[src/rtl/fft_butterfly_r2_pipe.sv]
// Radix-2 complex butterfly (DIT/DIF) with twiddle multiplier,
// 1/2 scaling, rounding, saturation and a stall-all valid/ready pipeline.
//
// Ports:
//   clk, rst_n                        clock, sync active-low reset
//   in_valid/in_ready                 input handshake (A, B, W, flags)
//   in_a_re/im, in_b_re/im            operands A, B (DATA_W signed)
//   tw_re/im, tw_bypass               twiddle Q1.(TW_W-1); bypass = W of +1
//   scale_en                          halve results with rounding
//   out_valid/out_ready               output handshake
//   out_x_re/im, out_y_re/im          sum / difference results
//   out_sat, ovf_sticky, ovf_clr      saturation flag, sticky flag, clear
module fft_butterfly_r2_pipe #(
  parameter int DATA_W     = 16,
  parameter int TW_W       = 16,
  parameter int MUL_STAGES = 2,
  parameter int DIF        = 0
) (
  input  logic                     clk,
  input  logic                     rst_n,
  input  logic                     in_valid,
  output logic                     in_ready,
  input  logic signed [DATA_W-1:0] in_a_re,
  input  logic signed [DATA_W-1:0] in_a_im,
  input  logic signed [DATA_W-1:0] in_b_re,
  input  logic signed [DATA_W-1:0] in_b_im,
  input  logic signed [TW_W-1:0]   tw_re,
  input  logic signed [TW_W-1:0]   tw_im,
  input  logic                     tw_bypass,
  input  logic                     scale_en,
  output logic                     out_valid,
  input  logic                     out_ready,
  output logic signed [DATA_W-1:0] out_x_re,
  output logic signed [DATA_W-1:0] out_x_im,
  output logic signed [DATA_W-1:0] out_y_re,
  output logic signed [DATA_W-1:0] out_y_im,
  output logic                     out_sat,
  output logic                     ovf_sticky,
  input  logic                     ovf_clr
);

  localparam int L  = MUL_STAGES + 2;
  localparam int MW = (DIF != 0) ? DATA_W + 1 : DATA_W;
  localparam int PW = MW + TW_W + 1;
  localparam int RW = MW + 1;
  localparam int SW = DATA_W + 2;

  localparam logic signed [PW-1:0] HALF = PW'(1) <<< (TW_W - 2);
  localparam logic signed [DATA_W-1:0] DMAX = {1'b0, {(DATA_W-1){1'b1}}};
  localparam logic signed [DATA_W-1:0] DMIN = {1'b1, {(DATA_W-1){1'b0}}};

  // Returns {saturated, value}.
  function automatic logic [DATA_W:0] scsat(
    input logic signed [SW-1:0] v,
    input logic                 sc
  );
    logic signed [SW:0] t;
    t = (SW+1)'(v);
    if (sc) t = (t + (SW+1)'(1)) >>> 1;
    if (t > (SW+1)'(DMAX)) return {1'b1, DMAX};
    if (t < (SW+1)'(DMIN)) return {1'b1, DMIN};
    return {1'b0, DATA_W'(t)};
  endfunction

  logic              adv;
  logic [L-1:0]      vld_q;
  logic [L-2:0]      sc_q;

  assign adv      = out_ready | ~out_valid;
  assign in_ready = adv;

  always_ff @(posedge clk) begin
    if (!rst_n) vld_q <= '0;
    else if (adv) vld_q <= {vld_q[L-2:0], in_valid};
  end

  always_ff @(posedge clk) begin
    if (adv) sc_q <= {sc_q[L-3:0], scale_en};
  end

  // Complex multiplier; operand source depends on DIT/DIF.
  logic signed [MW-1:0]   op_re, op_im;
  logic signed [TW_W-1:0] w_re, w_im;
  logic                   byp;
  logic signed [PW-1:0]   pre_re, pre_im;
  logic signed [PW-1:0]   mre_q [MUL_STAGES];
  logic signed [PW-1:0]   mim_q [MUL_STAGES];
  logic signed [RW-1:0]   rnd_re, rnd_im;

  always_comb begin
    logic signed [PW-1:0] ore, oim, wre, wim;
    ore = PW'(op_re);
    oim = PW'(op_im);
    wre = PW'(w_re);
    wim = PW'(w_im);
    // Bypass pre-shifts so the common rounding step is exact.
    if (byp) begin
      pre_re = ore <<< (TW_W - 1);
      pre_im = oim <<< (TW_W - 1);
    end else begin
      pre_re = ore * wre - oim * wim;
      pre_im = ore * wim + oim * wre;
    end
  end

  always_ff @(posedge clk) begin
    if (adv) begin
      mre_q[0] <= pre_re;
      mim_q[0] <= pre_im;
      for (int k = 1; k < MUL_STAGES; k++) begin
        mre_q[k] <= mre_q[k-1];
        mim_q[k] <= mim_q[k-1];
      end
    end
  end

  assign rnd_re = RW'((mre_q[MUL_STAGES-1] + HALF) >>> (TW_W - 1));
  assign rnd_im = RW'((mim_q[MUL_STAGES-1] + HALF) >>> (TW_W - 1));

  logic signed [SW-1:0] fx_re, fx_im, fy_re, fy_im;

  if (DIF == 0) begin : g_dit
    logic signed [DATA_W-1:0] a_re_q [MUL_STAGES];
    logic signed [DATA_W-1:0] a_im_q [MUL_STAGES];
    logic signed [SW-1:0]     x_re_q, x_im_q, y_re_q, y_im_q;

    assign op_re = in_b_re;
    assign op_im = in_b_im;
    assign w_re  = tw_re;
    assign w_im  = tw_im;
    assign byp   = tw_bypass;

    always_ff @(posedge clk) begin
      if (adv) begin
        a_re_q[0] <= in_a_re;
        a_im_q[0] <= in_a_im;
        for (int k = 1; k < MUL_STAGES; k++) begin
          a_re_q[k] <= a_re_q[k-1];
          a_im_q[k] <= a_im_q[k-1];
        end
        x_re_q <= SW'(a_re_q[MUL_STAGES-1]) + SW'(rnd_re);
        x_im_q <= SW'(a_im_q[MUL_STAGES-1]) + SW'(rnd_im);
        y_re_q <= SW'(a_re_q[MUL_STAGES-1]) - SW'(rnd_re);
        y_im_q <= SW'(a_im_q[MUL_STAGES-1]) - SW'(rnd_im);
      end
    end

    assign fx_re = x_re_q;
    assign fx_im = x_im_q;
    assign fy_re = y_re_q;
    assign fy_im = y_im_q;
  end else begin : g_dif
    logic signed [DATA_W:0]   s_re_q, s_im_q, d_re_q, d_im_q;
    logic signed [TW_W-1:0]   w_re_q, w_im_q;
    logic                     byp_q;
    logic signed [DATA_W:0]   sd_re_q [MUL_STAGES];
    logic signed [DATA_W:0]   sd_im_q [MUL_STAGES];

    always_ff @(posedge clk) begin
      if (adv) begin
        s_re_q <= (DATA_W+1)'(in_a_re) + (DATA_W+1)'(in_b_re);
        s_im_q <= (DATA_W+1)'(in_a_im) + (DATA_W+1)'(in_b_im);
        d_re_q <= (DATA_W+1)'(in_a_re) - (DATA_W+1)'(in_b_re);
        d_im_q <= (DATA_W+1)'(in_a_im) - (DATA_W+1)'(in_b_im);
        w_re_q <= tw_re;
        w_im_q <= tw_im;
        byp_q  <= tw_bypass;
        sd_re_q[0] <= s_re_q;
        sd_im_q[0] <= s_im_q;
        for (int k = 1; k < MUL_STAGES; k++) begin
          sd_re_q[k] <= sd_re_q[k-1];
          sd_im_q[k] <= sd_im_q[k-1];
        end
      end
    end

    assign op_re = d_re_q;
    assign op_im = d_im_q;
    assign w_re  = w_re_q;
    assign w_im  = w_im_q;
    assign byp   = byp_q;

    assign fx_re = SW'(sd_re_q[MUL_STAGES-1]);
    assign fx_im = SW'(sd_im_q[MUL_STAGES-1]);
    assign fy_re = SW'(rnd_re);
    assign fy_im = SW'(rnd_im);
  end

  // Output stage: scale, saturate, register.
  logic [DATA_W:0] rx_re, rx_im, ry_re, ry_im;

  assign rx_re = scsat(fx_re, sc_q[L-2]);
  assign rx_im = scsat(fx_im, sc_q[L-2]);
  assign ry_re = scsat(fy_re, sc_q[L-2]);
  assign ry_im = scsat(fy_im, sc_q[L-2]);

  logic signed [DATA_W-1:0] x_re_q, x_im_q, y_re_q, y_im_q;
  logic                     sat_q, ovf_q;

  always_ff @(posedge clk) begin
    if (!rst_n) begin
      x_re_q <= '0;
      x_im_q <= '0;
      y_re_q <= '0;
      y_im_q <= '0;
      sat_q  <= 1'b0;
    end else if (adv) begin
      x_re_q <= rx_re[DATA_W-1:0];
      x_im_q <= rx_im[DATA_W-1:0];
      y_re_q <= ry_re[DATA_W-1:0];
      y_im_q <= ry_im[DATA_W-1:0];
      sat_q  <= vld_q[L-2] &
                (rx_re[DATA_W] | rx_im[DATA_W] |
                 ry_re[DATA_W] | ry_im[DATA_W]);
    end
  end

  // A held pair counts only on the cycle it leaves.
  always_ff @(posedge clk) begin
    if (!rst_n) ovf_q <= 1'b0;
    else ovf_q <= (ovf_q & ~ovf_clr) | (out_valid & sat_q & adv);
  end

  assign out_valid  = vld_q[L-1];
  assign out_x_re   = x_re_q;
  assign out_x_im   = x_im_q;
  assign out_y_re   = y_re_q;
  assign out_y_im   = y_im_q;
  assign out_sat    = sat_q;
  assign ovf_sticky = ovf_q;

endmodule
[config.mk]
export PLATFORM = sky130hd
export DESIGN_NAME = fft_butterfly_r2_pipe
export DESIGN_NICKNAME = d
export VERILOG_FILES = /design/src/rtl/fft_butterfly_r2_pipe.sv
export SDC_FILE = /design/constraint.sdc
export NUM_CORES = 2
export LEC_CHECK = 0
export CORE_MARGIN = 5
export CORE_UTILIZATION = 50
export CTS_CLUSTER_DIAMETER = 80
export DETAILED_ROUTE_END_ITERATION = 8
export GPL_TIMING_DRIVEN = 1
export PLACE_DENSITY = 0.78
export SYNTH_ARGS = -nofsm -noshare
export SYNTH_HDL_FRONTEND = slang
export SYNTH_SLANG_ARGS = --single-unit
[constraint.sdc]
create_clock -name clk -period 9.41 [get_ports clk]
set_input_delay 1.882 -clock clk [delete_from_list [all_inputs] [get_ports clk]]
set_output_delay 1.882 -clock clk [all_outputs]
set_load 0.01 [all_outputs]
Yosys cells after proc, flatten, opt, wreduce, memory -nomap -nowiden
Memories as Yosys holds them, arrays and structs flattened.
Index checks and enable logic that the tools add are counted.

storage, ports and cells
  bits in registers = 145
  bits in writable memories = 196
  word-level logic and storage cells = 87
  memories = 4

operators by class
  add/sub/neg operators = 12
  multiply operators = 4
  magnitude comparators = 8
  mux-type cells = 36
  bitwise operators = 11

memories
  memory        depth  width  rd ports  clocked after memory_dff  wr ports  line  source
  mim_q         2      33     2         0                         2         87    logic signed [PW-1:0] mim_q [MUL_STAGES];
  mre_q         2      33     2         0                         2         86    logic signed [PW-1:0] mre_q [MUL_STAGES];
  g_dit.a_im_q  2      16     2         0                         2         124   logic signed [DATA_W-1:0] a_im_q [MUL_STAGES];
  g_dit.a_re_q  2      16     2         0                         2         123   logic signed [DATA_W-1:0] a_re_q [MUL_STAGES];

operators with widths
  operator                                                                         number
  17-bit two-way mux                                                               16
  16-bit by 16-bit multiplier with 32-bit output                                   4
  18-bit by 2-bit adder with 19-bit output (second input constant)                 4
  19-bit by 16-bit > comparator with 1-bit output (second input constant)          4
  19-bit by 16-bit less-than comparator with 1-bit output (second input constant)  4
  19-bit two-way mux                                                               4
  33-bit two-way mux                                                               2
  32-bit by 16-bit adder with 32-bit output (second input constant)                2
  16-bit by 17-bit adder with 18-bit output                                        2
  16-bit by 17-bit subtractor with 18-bit output                                   2
  32-bit by 32-bit adder with 33-bit output                                        1
  32-bit by 32-bit subtractor with 33-bit output                                   1
  1-bit two-way mux                                                                14
  1-bit bitwise OR                                                                 5
  1-bit bitwise AND                                                                4
  1-bit inverter                                                                   2

Depth between registers and ports, before layout
  depth in word-level cells = 11
  depth in mapped cells = 29

Worst setup path after synthesis
OpenSTA, ideal clock, no wires.

  path kind = input to output
  start = input out_ready
  end = output in_ready
  data arrival time = 8.203 ns
  data required time = 7.528 ns
  slack = -0.675 ns
  stages = 4
  cells stage by stage = nor2b_1 clkinv_1 clkbuf_1 clkbuf_1

between the ends
  longest elaborated chain between the ends = 1

RTL lines
  item              line  source
  start, declared   32    input logic out_ready,
  1-bit bitwise OR  69    assign adv = out_ready | ~out_valid;
  end, declared     22    output logic in_ready,

Every way passes these cells.

==> metrics.yaml <==
status: "completed"
yosysSeqAreaShare_pct: 14.4
required_ns: 9.68
dpl.hpwl_um: 110000
fillers: 8991
grt_max_degree: 107
grt_pass1_wl_um: 215000
syn_nets: 7194
routed_wl_um: 132000
seq_area_um2: 7680
fin_crit_sh_pct: 97.0
vias_per_cell: 5.30
antenna_found_initial: 6
final_hold_viol_count: 0
path_clk_slew_ns: 0.06
start_util_pct: 50.2
synth_cell_type_count: 71
drtPass1Iterations: 7
start_kind: "input port"
ys_async_sr_fraction_pct: 0
critPathArrivalTime_ns: 9.40
yosysTopAreaCell: "fa_1"
tightestPinTransition_ns: 1.10
ant_nets: 0
synth_compound_area_share_pct: 5.73
worstPathMaxFanout: 26
clockBufferDepth: 3
overflow: 0
syn2layout_area_growth_pct: 11.7
cap_violations: 0
endpoint: "mim_q[0][31]"
ff2ff_setup_slack_ns: 5.42
layout_commonest_cell: "inv_1"
h-tree-depth: 1
synthCells: 5564
ys_top_cells_by_area: "fa_1 43%, edfxtp_1 12%, inv_1 9.4%, ha_1 8.8%, and2_1 5.4%"
drt_iter0_drc: 2528
rr_startpoint: "mim_q[0][47]"
end_kind: "register"
setup_viol: 0
drc: 0
dieHeight_um: 337
synth-simple-area-share_pct: 13.8
cts_setup_buffers: 0
grt_pass1_vias: 41500
slew_headroom_pct: 26.0
detail_route.wl_per_cell_um: 18.3
synth_adder_area_share_pct: 51.9
max_freq_mhz: 110
syn_avg_cell_area_um2: 9.61
numPortBuffers: 170
grt_use_total_pct: 23.7
clock_skew_ns: 0.0343
yosys.area_share.xor_xnor_pct: 2.92
core_area_um2: 107000
cts_sinks: 279
clk_latency_ns: 0.59
rows: 120
io_pins: 171
reg2reg_depth: 13
ys_ff_latch: 279
root_buffer: "clkbuf_16"
critPathKind: "input port to register"
synth_edf_count: 209
worstHoldPathType: "register to register"
via_count: 38100
multi_input_area_um2: 39800
fp.dieW_um: 337
nNetsFinal: 7396
slew_violations: 0
cts_tree: "done"
dieArea_um2: 114000
startpoint: "tw_re[1]"
layout_common_cells: "1,333 x inv_1, 1,152 x fa_1, 628 x nand2_1"
synth_top_family_by_area: "adder cells"
synth_mux_area_share_pct: 0.112
synth_top_area_share_pct: 43.1
synth_warnings: 0
dp_cells: 7137
yosys_most_used_dff: "edfxtp_1"
stdcell_count: 7194
syn_area_um2: 53500
layout-drive-gt1-share_pct: 6.04
r2r_end: "fx_im[16]"
fin_crit_ns: 9.12
cts_buffers: 30
place_congestion: 0.917
-- flip-flops by register name (all words and copies together) (netlist names) --
name	count
sc_q	3
g_dit.a_im_q	32
mim_q	36
out_y_im	16
fx_im	17
vld_q	4
mre_q	36
out_y_re	16
fy_im	18
g_dit.a_re_q	32
fy_re	18
ovf_sticky	1
out_x_re	16
out_sat	1
fx_re	17
out_x_im	16
-- logic make-up (layout without fill, tap and decap cells) --
group / count (synthesis) / count (layout)
other cells: 0 / 1
buf+inv: 1597 / 1823
fa+ha+maj: 1527 / 1527
mux: 6 / 6
xor+xnor: 178 / 178
flops: 279 / 279
compound gates: 476 / 476
simple gates: 1501 / 1501
-- synthesized netlist by cell type, types with 4 or more instances --
master and count:
a211o_1 17, a21boi_0 11, o31ai_1 14, dfxtp_1 70
nand2_1 628, clkbuf_1 257, nor3_1 41, ha_1 375
o21ai_0 149, and2_1 460, o211ai_1 7, o22ai_1 4
nand4_1 19, a32oi_1 13, o221a_2 18, edfxtp_1 209
a211oi_1 18, fa_1 1152, nand2b_1 31, nor2b_1 43
a21o_1 26, a31oi_1 33, inv_1 1333, a21oi_1 98
and3_1 18, xnor2_1 122, mux2i_1 6, xor2_1 56
o41ai_1 6, or3_1 12, o21a_1 10, and4_1 7
o2111ai_1 4, o21bai_1 20, nand3_1 80, nor2_1 145
-- per-stage QoR --
| step | instance area, um2 | util, % | setup TNS [ns] | hold WS, ns | setup slack, ns |
|---|---|---|---|---|---|
| 2_1_floorplan | 53500 | - | 0 | 0.400 | 0.344 |
| 3_3_place_gp | 58700 | 55.1 | -4.70 | 0.401 | -0.369 |
| 3_5_place_dp | 58700 | 55.1 | -6.68 | 0.405 | -0.472 |
| 4_1_cts | 59700 | 56.0 | 0 | 0.409 | 0.141 |
| 5_1_grt | 59700 | 56.0 | -0.0108 | 0.407 | -0.0108 |
| 6_report | 59700 | 56.0 | 0 | 0.398 | 0.286 |
-- repair_timing --
item | in CTS | in global routing
hold buffers | 0 | 0
resized for setup | 0 | 3
endpoints found under the setup margin | 0 | 13
-- worst max-delay path: stages --
cell             delay (ns)
clkdlybuf4s50_1        0.56
buf_12                 0.24
and2_1                 0.17
fa_1                   0.54
inv_1                  0.06
fa_1                   0.53
inv_1                  0.05
fa_1                   0.49
inv_1                  0.05
fa_1                   0.53
inv_1                  0.05
fa_1                   0.46
fa_1                   0.42
fa_1                   0.51
inv_1                  0.05
fa_1                   0.48
inv_1                  0.05
ha_1                   0.29
a21oi_1                0.06
o21ai_0                0.30
o21ai_0                0.16
a21o_1                 0.22
a311o_1                0.45
a211o_1                0.33
nand3_1                0.12
a31oi_1                0.11
xnor2_1                0.14
o21ai_0                0.08
-- layer usage --
layer  track usage (%)  vias up  wire length [um]
met5                 0        -                26
met3              4.22      336             10600
met4              8.49        4              5510
met1              30.4    19300             52100
li1                  -    17100                 -
met2              40.7     1470             63600
-- cell type report --
class                      count  share of cell area, %
multi-input combinational   3688                   66.6
sequential                   279                   12.9
inverter                    1334                   8.40
timing repair buffer         433                   7.52
tap                         1403                   2.94
clock buffer                  41                   1.46
clock inverter                15                  0.186
antenna                        1                0.00419
-- how the worst min path moves through the flow --
| stage | from | end | cells past startpoint |
|---|---|---|---|
| 5_1_grt | mim_q[0][14] | mim_q[0][47] | 0 |
| 3_3_place_gp | mre_q[0][23] | mre_q[0][56] | 0 |
| 3_5_place_dp | g_dit.a_im_q[0][4] | g_dit.a_im_q[0][20] | 0 |
| 4_1_cts | mim_q[0][14] | mim_q[0][47] | 0 |
| 6_report | mim_q[0][14] | mim_q[0][47] | 0 |
| 2_1_floorplan | g_dit.a_im_q[0][0] | g_dit.a_im_q[0][16] | 0 |
Power is left out: the tool's default activity adds up to more than one toggle a clock period on the data nets, which glitch-free logic cannot reach.
